--- config.mk ---
export PLATFORM = sky130hd
export DESIGN_NAME = fixed_point_div_controller_flat
export DESIGN_NICKNAME = d
export VERILOG_FILES = /design/src/rtl/fpdiv_pkg.sv /design/src/rtl/fixed_point_div_controller_if.sv /design/src/rtl/fpdiv_iter_counter.sv /design/src/rtl/fixed_point_div_controller.sv /design/src/flat_wrapper.sv
export SDC_FILE = /design/constraint.sdc
export NUM_CORES = 1
export LEC_CHECK = 0
export BUFFER_PORTS_ARGS = -buffer_cell sky130_fd_sc_hd__buf_2
export CORE_AREA = 5 5 46 48
export CTS_BUF_LIST = sky130_fd_sc_hd__clkbuf_8 sky130_fd_sc_hd__clkbuf_16
export DETAILED_ROUTE_END_ITERATION = 10
export DIE_AREA = 0 0 51 53
export SLEW_MARGIN = 0
export SYNTH_ARGS = -nofsm -noshare
export SYNTH_HDL_FRONTEND = slang
export SYNTH_SLANG_ARGS = --single-unit
--- constraint.sdc ---
create_clock -name clk -period 2.3 [get_ports clk]
set_input_delay 0.46 -clock clk [delete_from_list [all_inputs] [get_ports clk]]
set_output_delay 0.46 -clock clk [all_outputs]
set_load 0.005 [all_outputs]
--- src/rtl/fpdiv_pkg.sv ---
// rtl/fpdiv_pkg.sv - shared types and defaults for the fixed-point divider controller
package fpdiv_pkg;

    localparam int ITERS_DEFAULT = 14;
    localparam int CW_DEFAULT    = 4;

    typedef enum logic [2:0] {
        IDLE = 3'd0,
        LOAD = 3'd1,
        INIT = 3'd2,
        ITER = 3'd3,
        DONE = 3'd4,
        ERR  = 3'd5
    } state_t;

endpackage

--- src/rtl/fixed_point_div_controller_if.sv ---
// rtl/fixed_point_div_controller_if.sv - handshake, datapath flag and strobe bundle
interface fixed_point_div_controller_if;

    logic start;
    logic ack;
    logic dvz;
    logic gt;
    logic ov;
    logic ld_a;
    logic ld_b;
    logic acc_init;
    logic shift_en;
    logic sub_sel;
    logic q_bit;
    logic busy;
    logic result_valid;
    logic err_dvz;
    logic err_ov;

    modport master (
        output start, ack, dvz, gt, ov,
        input  ld_a, ld_b, acc_init, shift_en, sub_sel, q_bit,
        input  busy, result_valid, err_dvz, err_ov
    );

    modport slave (
        input  start, ack, dvz, gt, ov,
        output ld_a, ld_b, acc_init, shift_en, sub_sel, q_bit,
        output busy, result_valid, err_dvz, err_ov
    );

endinterface

--- src/rtl/fpdiv_iter_counter.sv ---
// rtl/fpdiv_iter_counter.sv - quotient iteration counter with terminal-count flag
module fpdiv_iter_counter #(
    parameter int ITERS = 14,
    parameter int CW    = 4
) (
    input  logic clk,
    input  logic rst,
    input  logic clear,
    input  logic en,
    output logic last
);

    localparam logic [CW-1:0] LAST_COUNT = CW'(ITERS - 1);

    logic [CW-1:0] count;

    // Count iterations; cleared before each division so ITER always starts at zero.
    always_ff @(posedge clk) begin
        if (rst || clear) begin
            count <= '0;
        end else if (en) begin
            count <= count + CW'(1);
        end
    end

    assign last = (count == LAST_COUNT);

endmodule

--- src/rtl/fixed_point_div_controller.sv ---
// rtl/fixed_point_div_controller.sv - restoring-division sequencer FSM
module fixed_point_div_controller
    import fpdiv_pkg::*;
#(
    parameter int ITERS = ITERS_DEFAULT,
    parameter int CW    = CW_DEFAULT
) (
    input logic                         clk,
    input logic                         rst,
    fixed_point_div_controller_if.slave bus
);

    state_t state;
    logic   rv_q;
    logic   err_dvz_q;
    logic   err_ov_q;
    logic   cnt_last;

    fpdiv_iter_counter #(
        .ITERS (ITERS),
        .CW    (CW)
    ) u_iter_counter (
        .clk   (clk),
        .rst   (rst),
        .clear (state == INIT),
        .en    (state == ITER),
        .last  (cnt_last)
    );

    // Sequencer: overflow beats the last-iteration exit; ack+start in DONE/ERR chains straight into LOAD.
    always_ff @(posedge clk) begin
        if (rst) begin
            state     <= IDLE;
            rv_q      <= 1'b0;
            err_dvz_q <= 1'b0;
            err_ov_q  <= 1'b0;
        end else begin
            case (state)
                IDLE: if (bus.start) state <= LOAD;
                LOAD: state <= INIT;
                INIT: begin
                    if (bus.dvz) begin
                        state     <= ERR;
                        err_dvz_q <= 1'b1;
                    end else begin
                        state <= ITER;
                    end
                end
                ITER: begin
                    if (bus.ov) begin
                        state    <= ERR;
                        err_ov_q <= 1'b1;
                    end else if (cnt_last) begin
                        state <= DONE;
                        rv_q  <= 1'b1;
                    end
                end
                DONE: begin
                    if (bus.ack) begin
                        rv_q  <= 1'b0;
                        state <= bus.start ? LOAD : IDLE;
                    end
                end
                ERR: begin
                    if (bus.ack) begin
                        err_dvz_q <= 1'b0;
                        err_ov_q  <= 1'b0;
                        state     <= bus.start ? LOAD : IDLE;
                    end
                end
                default: state <= IDLE;
            endcase
        end
    end

    // Datapath strobes decode directly from the state so q_bit follows gt within the cycle.
    assign bus.ld_a         = (state == LOAD);
    assign bus.ld_b         = (state == LOAD);
    assign bus.acc_init     = (state == INIT) && !bus.dvz;
    assign bus.shift_en     = (state == ITER);
    assign bus.sub_sel      = (state == ITER) && bus.gt;
    assign bus.q_bit        = (state == ITER) && bus.gt;
    assign bus.busy         = (state == LOAD) || (state == INIT) || (state == ITER);
    assign bus.result_valid = rv_q;
    assign bus.err_dvz      = err_dvz_q;
    assign bus.err_ov       = err_ov_q;

endmodule

--- src/flat_wrapper.sv ---
// flat-port wrapper written by rule: the top's interface ports become plain ports
module fixed_point_div_controller_flat import fpdiv_pkg::*;
#(
    parameter int ITERS = ITERS_DEFAULT,
    parameter int CW    = CW_DEFAULT
)
  (clk, rst, bus_start, bus_ack, bus_dvz, bus_gt, bus_ov, bus_ld_a, bus_ld_b, bus_acc_init, bus_shift_en, bus_sub_sel, bus_q_bit, bus_busy, bus_result_valid, bus_err_dvz, bus_err_ov);
  fixed_point_div_controller_if bus_i ();
  input logic clk;
  input logic rst;
  input wire logic [$bits(bus_i.start)-1:0] bus_start;
  input wire logic [$bits(bus_i.ack)-1:0] bus_ack;
  input wire logic [$bits(bus_i.dvz)-1:0] bus_dvz;
  input wire logic [$bits(bus_i.gt)-1:0] bus_gt;
  input wire logic [$bits(bus_i.ov)-1:0] bus_ov;
  output wire logic [$bits(bus_i.ld_a)-1:0] bus_ld_a;
  output wire logic [$bits(bus_i.ld_b)-1:0] bus_ld_b;
  output wire logic [$bits(bus_i.acc_init)-1:0] bus_acc_init;
  output wire logic [$bits(bus_i.shift_en)-1:0] bus_shift_en;
  output wire logic [$bits(bus_i.sub_sel)-1:0] bus_sub_sel;
  output wire logic [$bits(bus_i.q_bit)-1:0] bus_q_bit;
  output wire logic [$bits(bus_i.busy)-1:0] bus_busy;
  output wire logic [$bits(bus_i.result_valid)-1:0] bus_result_valid;
  output wire logic [$bits(bus_i.err_dvz)-1:0] bus_err_dvz;
  output wire logic [$bits(bus_i.err_ov)-1:0] bus_err_ov;
  assign bus_i.start = bus_start;
  assign bus_i.ack = bus_ack;
  assign bus_i.dvz = bus_dvz;
  assign bus_i.gt = bus_gt;
  assign bus_i.ov = bus_ov;
  assign bus_ld_a = bus_i.ld_a;
  assign bus_ld_b = bus_i.ld_b;
  assign bus_acc_init = bus_i.acc_init;
  assign bus_shift_en = bus_i.shift_en;
  assign bus_sub_sel = bus_i.sub_sel;
  assign bus_q_bit = bus_i.q_bit;
  assign bus_busy = bus_i.busy;
  assign bus_result_valid = bus_i.result_valid;
  assign bus_err_dvz = bus_i.err_dvz;
  assign bus_err_ov = bus_i.err_ov;
  fixed_point_div_controller #(.ITERS(ITERS), .CW(CW)) u_core (.clk(clk), .rst(rst), .bus(bus_i));
endmodule
==> summary.md, run 1 <==
| Metric | Value |
|---|---|
| Hold slack | `476.5 ps` |
| Routed len/inst | `13.01 um` |
| Power per cell area | `638.8 nW/um2` |
| FILL cells | `175` |
| M3 GR Usage | `4.507%` |
| FMAX | `533.0 MHz` |
| Layout Nets | `100` |
| Dpl ws | `679.5 ps` |
| Gr ovfl total | `0` |
| Rel. slew slack | `69.33%` |
| RSZ-0062 raised after global routing | `false` |
| Grt met1 use | `15.18%` |
| Maxcap violations | `0` |
| Outcome | `finished clean` |
| Remaining DRCs | `0` |
| Hold/Removal Path Class | `flip-flop to flip-flop` |
| Clk_skew | `1.479 ps` |
| Switching pwr | `0.1256 mW` |
| Post-synth top area share | `32.59%` |
| DRT iter0 DRCs | `11` |
| Largest net degree at the start of global routing | `17` |
| Synth area leaders | `dfxtp_1 (33%), a21oi_1 (6.5%), buf_4 (4.9%), ha_1 (4.1%), nand2_1 (3.7%)` |
| Syn Inst Count | `76` |
| Synthesized area | `614.3 um2` |
| Period utilization | `81.57%` |
| Core area | `1670 um2` |
| Buffers added on ports | `16` |
| Switching Fraction | `27.38%` |
| Via density per instance | `5.340` |
| TNS Setup | `0 ps` |
| Global-route wire length before repair | `2304 um` |
| Proportion of layout cells with a drive suffix above 1 | `26.97%` |
| Max H-tree Level | `1` |
| Sequential fraction of the synthesis area | `32.59%` |
| Tmin final | `1876 ps` |
| Clk Latency, worst-skew pair | `240 ps` |
| Post-DP Area | `676.9 um2` |
| Number of cells on the worst hold path | `2` |
| Fin cells | `106` |
| Reg power frac | `44.2%` |
| Via count | `566` |
| Die ar. | `2703 um2` |
| Logic pwr share | `16.0%` |
| Post-DP HPWL | `1039 um` |
| Mapped Avg Cell Area | `8.083 um2` |
| Yosys top cell by area | `dfxtp_1` |
| Die W | `51 um` |
| Crit path launch type | `flip-flop` |
| Routability cong. | `0.7717` |
| CTS Root Cell | `clkbuf_8` |
| Distinct cells, synth | `34` |
| # setup viols final | `0` |
| GR Util All Layers | `11.97%` |
| Total CTS buffers | `3` |
| Cell area after layout | `718.2 um2` |
| Slew Viols, Final | `0` |
| Met2 GRT Util | `15.88%` |
| Final core occ | `43.00%` |
| Final worst slack | `424.0 ps` |
| Die Ht | `53 um` |
| Final ANT Viol Nets | `0` |
| Antenna fix cells | `0` |
| Post-Place Cells | `103` |
| Clk pwr share | `39.8%` |
| Post_cts resized | `0` |
| Critical path arrival | `1420 ps` |
| DRT Pass-1 Iters | `4` |
| Initial antenna violation count | `0` |
| Initial Utilization | `36.78%` |
| # Post-CTS Setup Buffers | `0` |
| Worst-path clk slew | `50 ps` |
| Critical Path Sink Type | `primary output` |
| R2R cell count | `3` |
| CTS Sinks | `10` |
| CTS tree | `built` |
| Syn Nets | `85` |
| Worst vdd ir | `0.0004630 V` |
| Total power | `0.4588 mW` |
| Vias in the first global route | `493` |
| Ys Warns | `0` |
| Core Rows | `15` |
| I/O pin count | `17` |
| Leakage | `0.3396 nW` |
| Synth Register Bits | `10` |
| Maximum fanout along the worst path | `16` |
| Clk buf depth | `2` |
| Area Growth Syn to Fin | `16.90%` |
| Crit Path Class | `flip-flop to primary output` |
| Count of hold-fix buffers inserted at cts | `0` |
| GR peak layer | `met2` |
| Internal power | `0.3332 mW` |
| Final wirelength | `1379 um` |
| Required @ worst endpoint | `1840 ps` |
| Final Hold Viols | `0` |
| Tightest Pin Transition | `459.5 ps` |
metal layers:
| metal | wire length, um | share of wire (%) | vias to the layer above |
|---|---|---|---|
| met2 | 643 | 47 | 14 |
| met5 | 0 | 0 | - |
| li1 | - | - | 294 |
| met1 | 596 | 43 | 253 |
| met3 | 96 | 7.0 | 5 |
| met4 | 43 | 3.1 | 0 |
Yosys cell counts:
| cell | instances |
|---|---|
| o21ai_1 | 2 |
| buf_4 | 4 |
| buf_2 | 1 |
| a311oi_1 | 1 |
| a31oi_1 | 2 |
| and3b_1 | 1 |
| a211oi_1 | 2 |
| mux2i_1 | 1 |
| a21oi_1 | 8 |
| o21ai_0 | 1 |
| o211a_1 | 1 |
| buf_1 | 1 |
| nor3_1 | 4 |
| nor2_1 | 4 |
| inv_2 | 2 |
| nand3b_4 | 1 |
| nand2b_1 | 1 |
| and3_1 | 1 |
| dfxtp_1 | 10 |
| nand2_1 | 6 |
| nor3_2 | 1 |
| ha_1 | 2 |
| or3_1 | 2 |
| or2b_1 | 1 |
| nor2b_1 | 1 |
| o221a_1 | 1 |
| and2b_1 | 1 |
| and4bb_2 | 1 |
| o31a_1 | 1 |
| inv_1 | 5 |
| and2_1 | 1 |
| nand3_1 | 3 |
| nand3b_1 | 1 |
| or3b_1 | 1 |
worst paths after layout:
path | from | to | slack [ps]
max reg2reg | u_core.state[1] | u_core.state[1] | 980
min reg2reg | u_core.bus.err_dvz | u_core.bus.err_dvz | 480
min | u_core.bus.err_dvz | u_core.bus.err_dvz | 480
max | u_core.state[2] | bus_q_bit | 420
layout make-up:
| class | count | area (um2) | share of cell area (%) |
|---|---|---|---|
| Multi-Input combinational cell | 53 | 349.1 | 48.61 |
| Timing Repair Buffer | 16 | 80.08 | 11.15 |
| Clock buffer | 3 | 41.29 | 5.749 |
| Sequential cell | 10 | 200.2 | 27.87 |
| Inverter | 7 | 26.28 | 3.659 |
| Tap cell | 17 | 21.27 | 2.962 |
worst max-delay path: stages, from the launching register on:
cell and delay [ps]:
dfxtp_1 600, nand3b_4 240, inv_2 60, and2_1 150, buf_2 120
flip-flops by register name, indices dropped and copies added, names as in the netlist:
name                         count
u_core.bus.err_dvz               1
u_core.u_iter_counter.count      4
u_core.bus.err_ov                1
u_core.state                     3
u_core.bus.result_valid          1
logic make-up after synthesis:
kind of cell	count (synthesis)	synth area share [%]
muxes	1	1.629
buffers and inverters	13	10.59
adders and majority gates	2	4.073
AOI/OAI and AO/OA	19	19.75
DFF	10	32.59
and+or+nand+nor	31	31.37
power by group through the flow:
stage | logic, mW | registers, mW | clock network [mW]
finish | 0.0734 | 0.203 | 0.183
global route | 0.0839 | 0.204 | 0.204
detailed placement | 0.0747 | 0.206 | 0
floorplan | 0.0650 | 0.192 | 0
CTS | 0.0749 | 0.203 | 0.192
global placement | 0.0738 | 0.206 | 0
layout by cell type, fill, tap and decap left out, types with 2 or more instances in the layout:
| cell type | instances |
|---|---|
| ha_1 | 2 |
| a211oi_1 | 2 |
| inv_2 | 2 |
| or3_1 | 2 |
| clkbuf_8 | 3 |
| nand2_1 | 6 |
| nand3_1 | 3 |
| dfxtp_1 | 10 |
| nor2_1 | 4 |
| a21oi_1 | 8 |
| inv_1 | 5 |
| a31oi_1 | 2 |
| nor3_1 | 4 |
| buf_2 | 16 |
| o21ai_1 | 2 |
No activity file was read; power rests on OpenSTA's default activity.
==> inputs of run 2 (changes only) <==
==> constraint.sdc (replaced) <==
create_clock -name clk -period 1.94 [get_ports clk]
set_input_delay 0.388 -clock clk [delete_from_list [all_inputs] [get_ports clk]]
set_output_delay 0.388 -clock clk [all_outputs]
set_load 0.005 [all_outputs]
==> summary.md, run 2 (same netlist as run 1, synthesis figures left out) <==
| Metric | Value |
|---|---|
| Outcome | `finished clean` |
| Antenna fix cells | `0 (unchanged)` |
| Tightest Pin Transition | `407.3 ps (-52.15 ps)` |
| Core area | `1670 um2 (unchanged)` |
| Via density per instance | `5.196 (-2.7%)` |
| Clk pwr share | `38.6% (-1.2 points)` |
| Top flop regs | `u_core.u_iter_counter.count (4), u_core.state (3)` |
| Max H-tree Level | `1 (unchanged)` |
| Crit-path cells | `inv_2 -> nor3_1 -> buf_2` |
| Leakage | `0.3451 nW (+1.6%)` |
| Most frequent cells in the layout | `buf_2 (16), dfxtp_1 (10), a21oi_1 (8)` |
| Total CTS buffers | `3 (unchanged)` |
| Global-route wire length before repair | `2063 um (-10%)` |
| Maxcap violations | `0 (unchanged)` |
| Maximum fanout along the worst path | `11 (-5)` |
| Post_cts resized | `0 (unchanged)` |
| Final core occ | `43.45% (+0.45 points)` |
| TNS Setup | `0 ps (unchanged)` |
| Max reg flops | `4 (unchanged)` |
| Proportion of layout cells with a drive suffix above 1 | `27.78% (+0.81 points)` |
| Power per cell area | `740.3 nW/um2 (+16%)` |
| Multi-input logic area | `349.1 um2 (unchanged)` |
| CTS Sinks | `10 (unchanged)` |
| Slew Viols, Final | `0 (unchanged)` |
| Switching pwr | `0.1415 mW (+13%)` |
| Final ANT Viol Nets | `0 (unchanged)` |
| CTS tree | `built` |
| Rel. slew slack | `72.81% (+3.5 points)` |
| Buffers added on ports | `16 (unchanged)` |
| FILL cells | `163 (-6.9%)` |
| Tmin final | `1711 ps` |
| Switching Fraction | `26.34% (-1.0 points)` |
| Total power | `0.5372 mW (+17%)` |
| Slowest stage delay, CP | `560 ps (-40 ps)` |
| Initial antenna violation count | `0 (unchanged)` |
| Final wirelength | `1327 um (-3.8%)` |
| Vias in the first global route | `475 (-3.7%)` |
| Via count | `556 (-1.8%)` |
| Die W | `51 um (unchanged)` |
| Required @ worst endpoint | `1550 ps (-290 ps)` |
| Crit path launch type | `flip-flop` |
| # setup viols final | `0 (unchanged)` |
| I/O pin count | `17 (unchanged)` |
| Count of hold-fix buffers inserted at cts | `0 (unchanged)` |
| Clk Latency, worst-skew pair | `230 ps (about the same)` |
| Post-DP HPWL | `1056 um (+1.6%)` |
| Worst vdd ir | `0.0005936 V (+28%)` |
| Final worst slack | `229.4 ps (-194.6 ps)` |
| FMAX | `584.6 MHz` |
| Routed len/inst | `12.40 um (-4.7%)` |
| Die ar. | `2703 um2 (unchanged)` |
| Critical Path Sink Type | `primary output` |
| Fin cells | `107 (+0.94%)` |
| RSZ-0062 raised after global routing | `false` |
| Slowest cell on crit path | `dfxtp_1` |
| Area Growth Syn to Fin | `18.13%` |
| Internal power | `0.3957 mW (+19%)` |
| Sequential Area | `200.2 um2 (unchanged)` |
| Clk_skew | `1.748 ps (+0.2692 ps)` |
| Initial Utilization | `36.78% (unchanged)` |
| Layout Nets | `101 (+1.0%)` |
| # Post-CTS Setup Buffers | `0 (unchanged)` |
| Core Rows | `15 (unchanged)` |
| Reg power frac | `44.3% (about the same)` |
| Worst-path clk slew | `50 ps (about the same)` |
| DRT iter0 DRCs | `9 (-2)` |
| Period utilization | `88.18%` |
| Largest net degree at the start of global routing | `14 (-3)` |
| CTS Root Cell | `clkbuf_8` |
| DRT Pass-1 Iters | `4 (unchanged)` |
| Hold/Removal Path Class | `primary input to flip-flop` |
| Gr ovfl total | `0 (unchanged)` |
| GR Util All Layers | `10.44% (-1.5 points)` |
| Logic pwr share | `17.1% (+1.1 points)` |
| Remaining DRCs | `0 (unchanged)` |
| Routability cong. | `0.7767 (+0.65%)` |
| Dpl ws | `494.5 ps (-185.0 ps)` |
| Die Ht | `53 um (unchanged)` |
| Post-Place Cells | `104 (+0.97%)` |
| Largest Register | `u_core.u_iter_counter.count` |
| Clk buf depth | `2 (unchanged)` |
| Final Hold Viols | `0 (unchanged)` |
| Critical path arrival | `1320 ps (-100 ps)` |
| Crit Path Class | `flip-flop to primary output` |
| Leading cell type in the layout, fill and taps excluded | `buf_2` |
-- run 2: per-layer routing --
metal | wire length [um] | GRT usage (%)
met2 | 633 | 16.52
met4 | 0 | 2.691
met5 | 0 | 0
met1 | 628 | 12.35
met3 | 65 | 5.352
-- run 2: cell type report --
class / instances / area share (%)
Multi-Input combinational cell: 53 / 48.10
Sequential cell: 10 / 27.59
Timing Repair Buffer: 17 / 12.07
Clock buffer: 3 / 5.690
Inverter: 7 / 3.621
Tap cell: 17 / 2.931
-- run 2: power by group through the flow --
stage               Clock (mW)  Combinational (mW)  Sequential (mW)
CTS                      0.215              0.0930            0.238
global placement             0              0.0911            0.241
global route             0.225               0.102            0.242
floorplan                    0              0.0770            0.228
finish                   0.207              0.0918            0.238
detailed placement           0              0.0925            0.241
-- run 2: final timing paths --
path	slack (ps)	from	cells past startpoint	to
max	230	u_core.state[0]	3	bus_ld_b
min	460	rst	2	u_core.u_iter_counter.count[1]
max reg2reg	620	u_core.state[1]	3	u_core.state[1]
min reg2reg	480	u_core.bus.err_dvz	2	u_core.bus.err_dvz
-- run 2: stage by stage --
stage,hold WS [ps],cell area (um2)
CTS,456.7,725.7
global route,468.4,725.7
global placement,470.5,684.4
floorplan,461.8,614.3
finish,462.9,725.7
detailed placement,469.6,684.4
-- run 2: worst max-delay path: cells and delay by family (launching register included) --
| family | cells | cell delay [ps] |
|---|---|---|
| buf+inv | 2 | 270 |
| simple gates | 1 | 260 |
| flops | 1 | 560 |
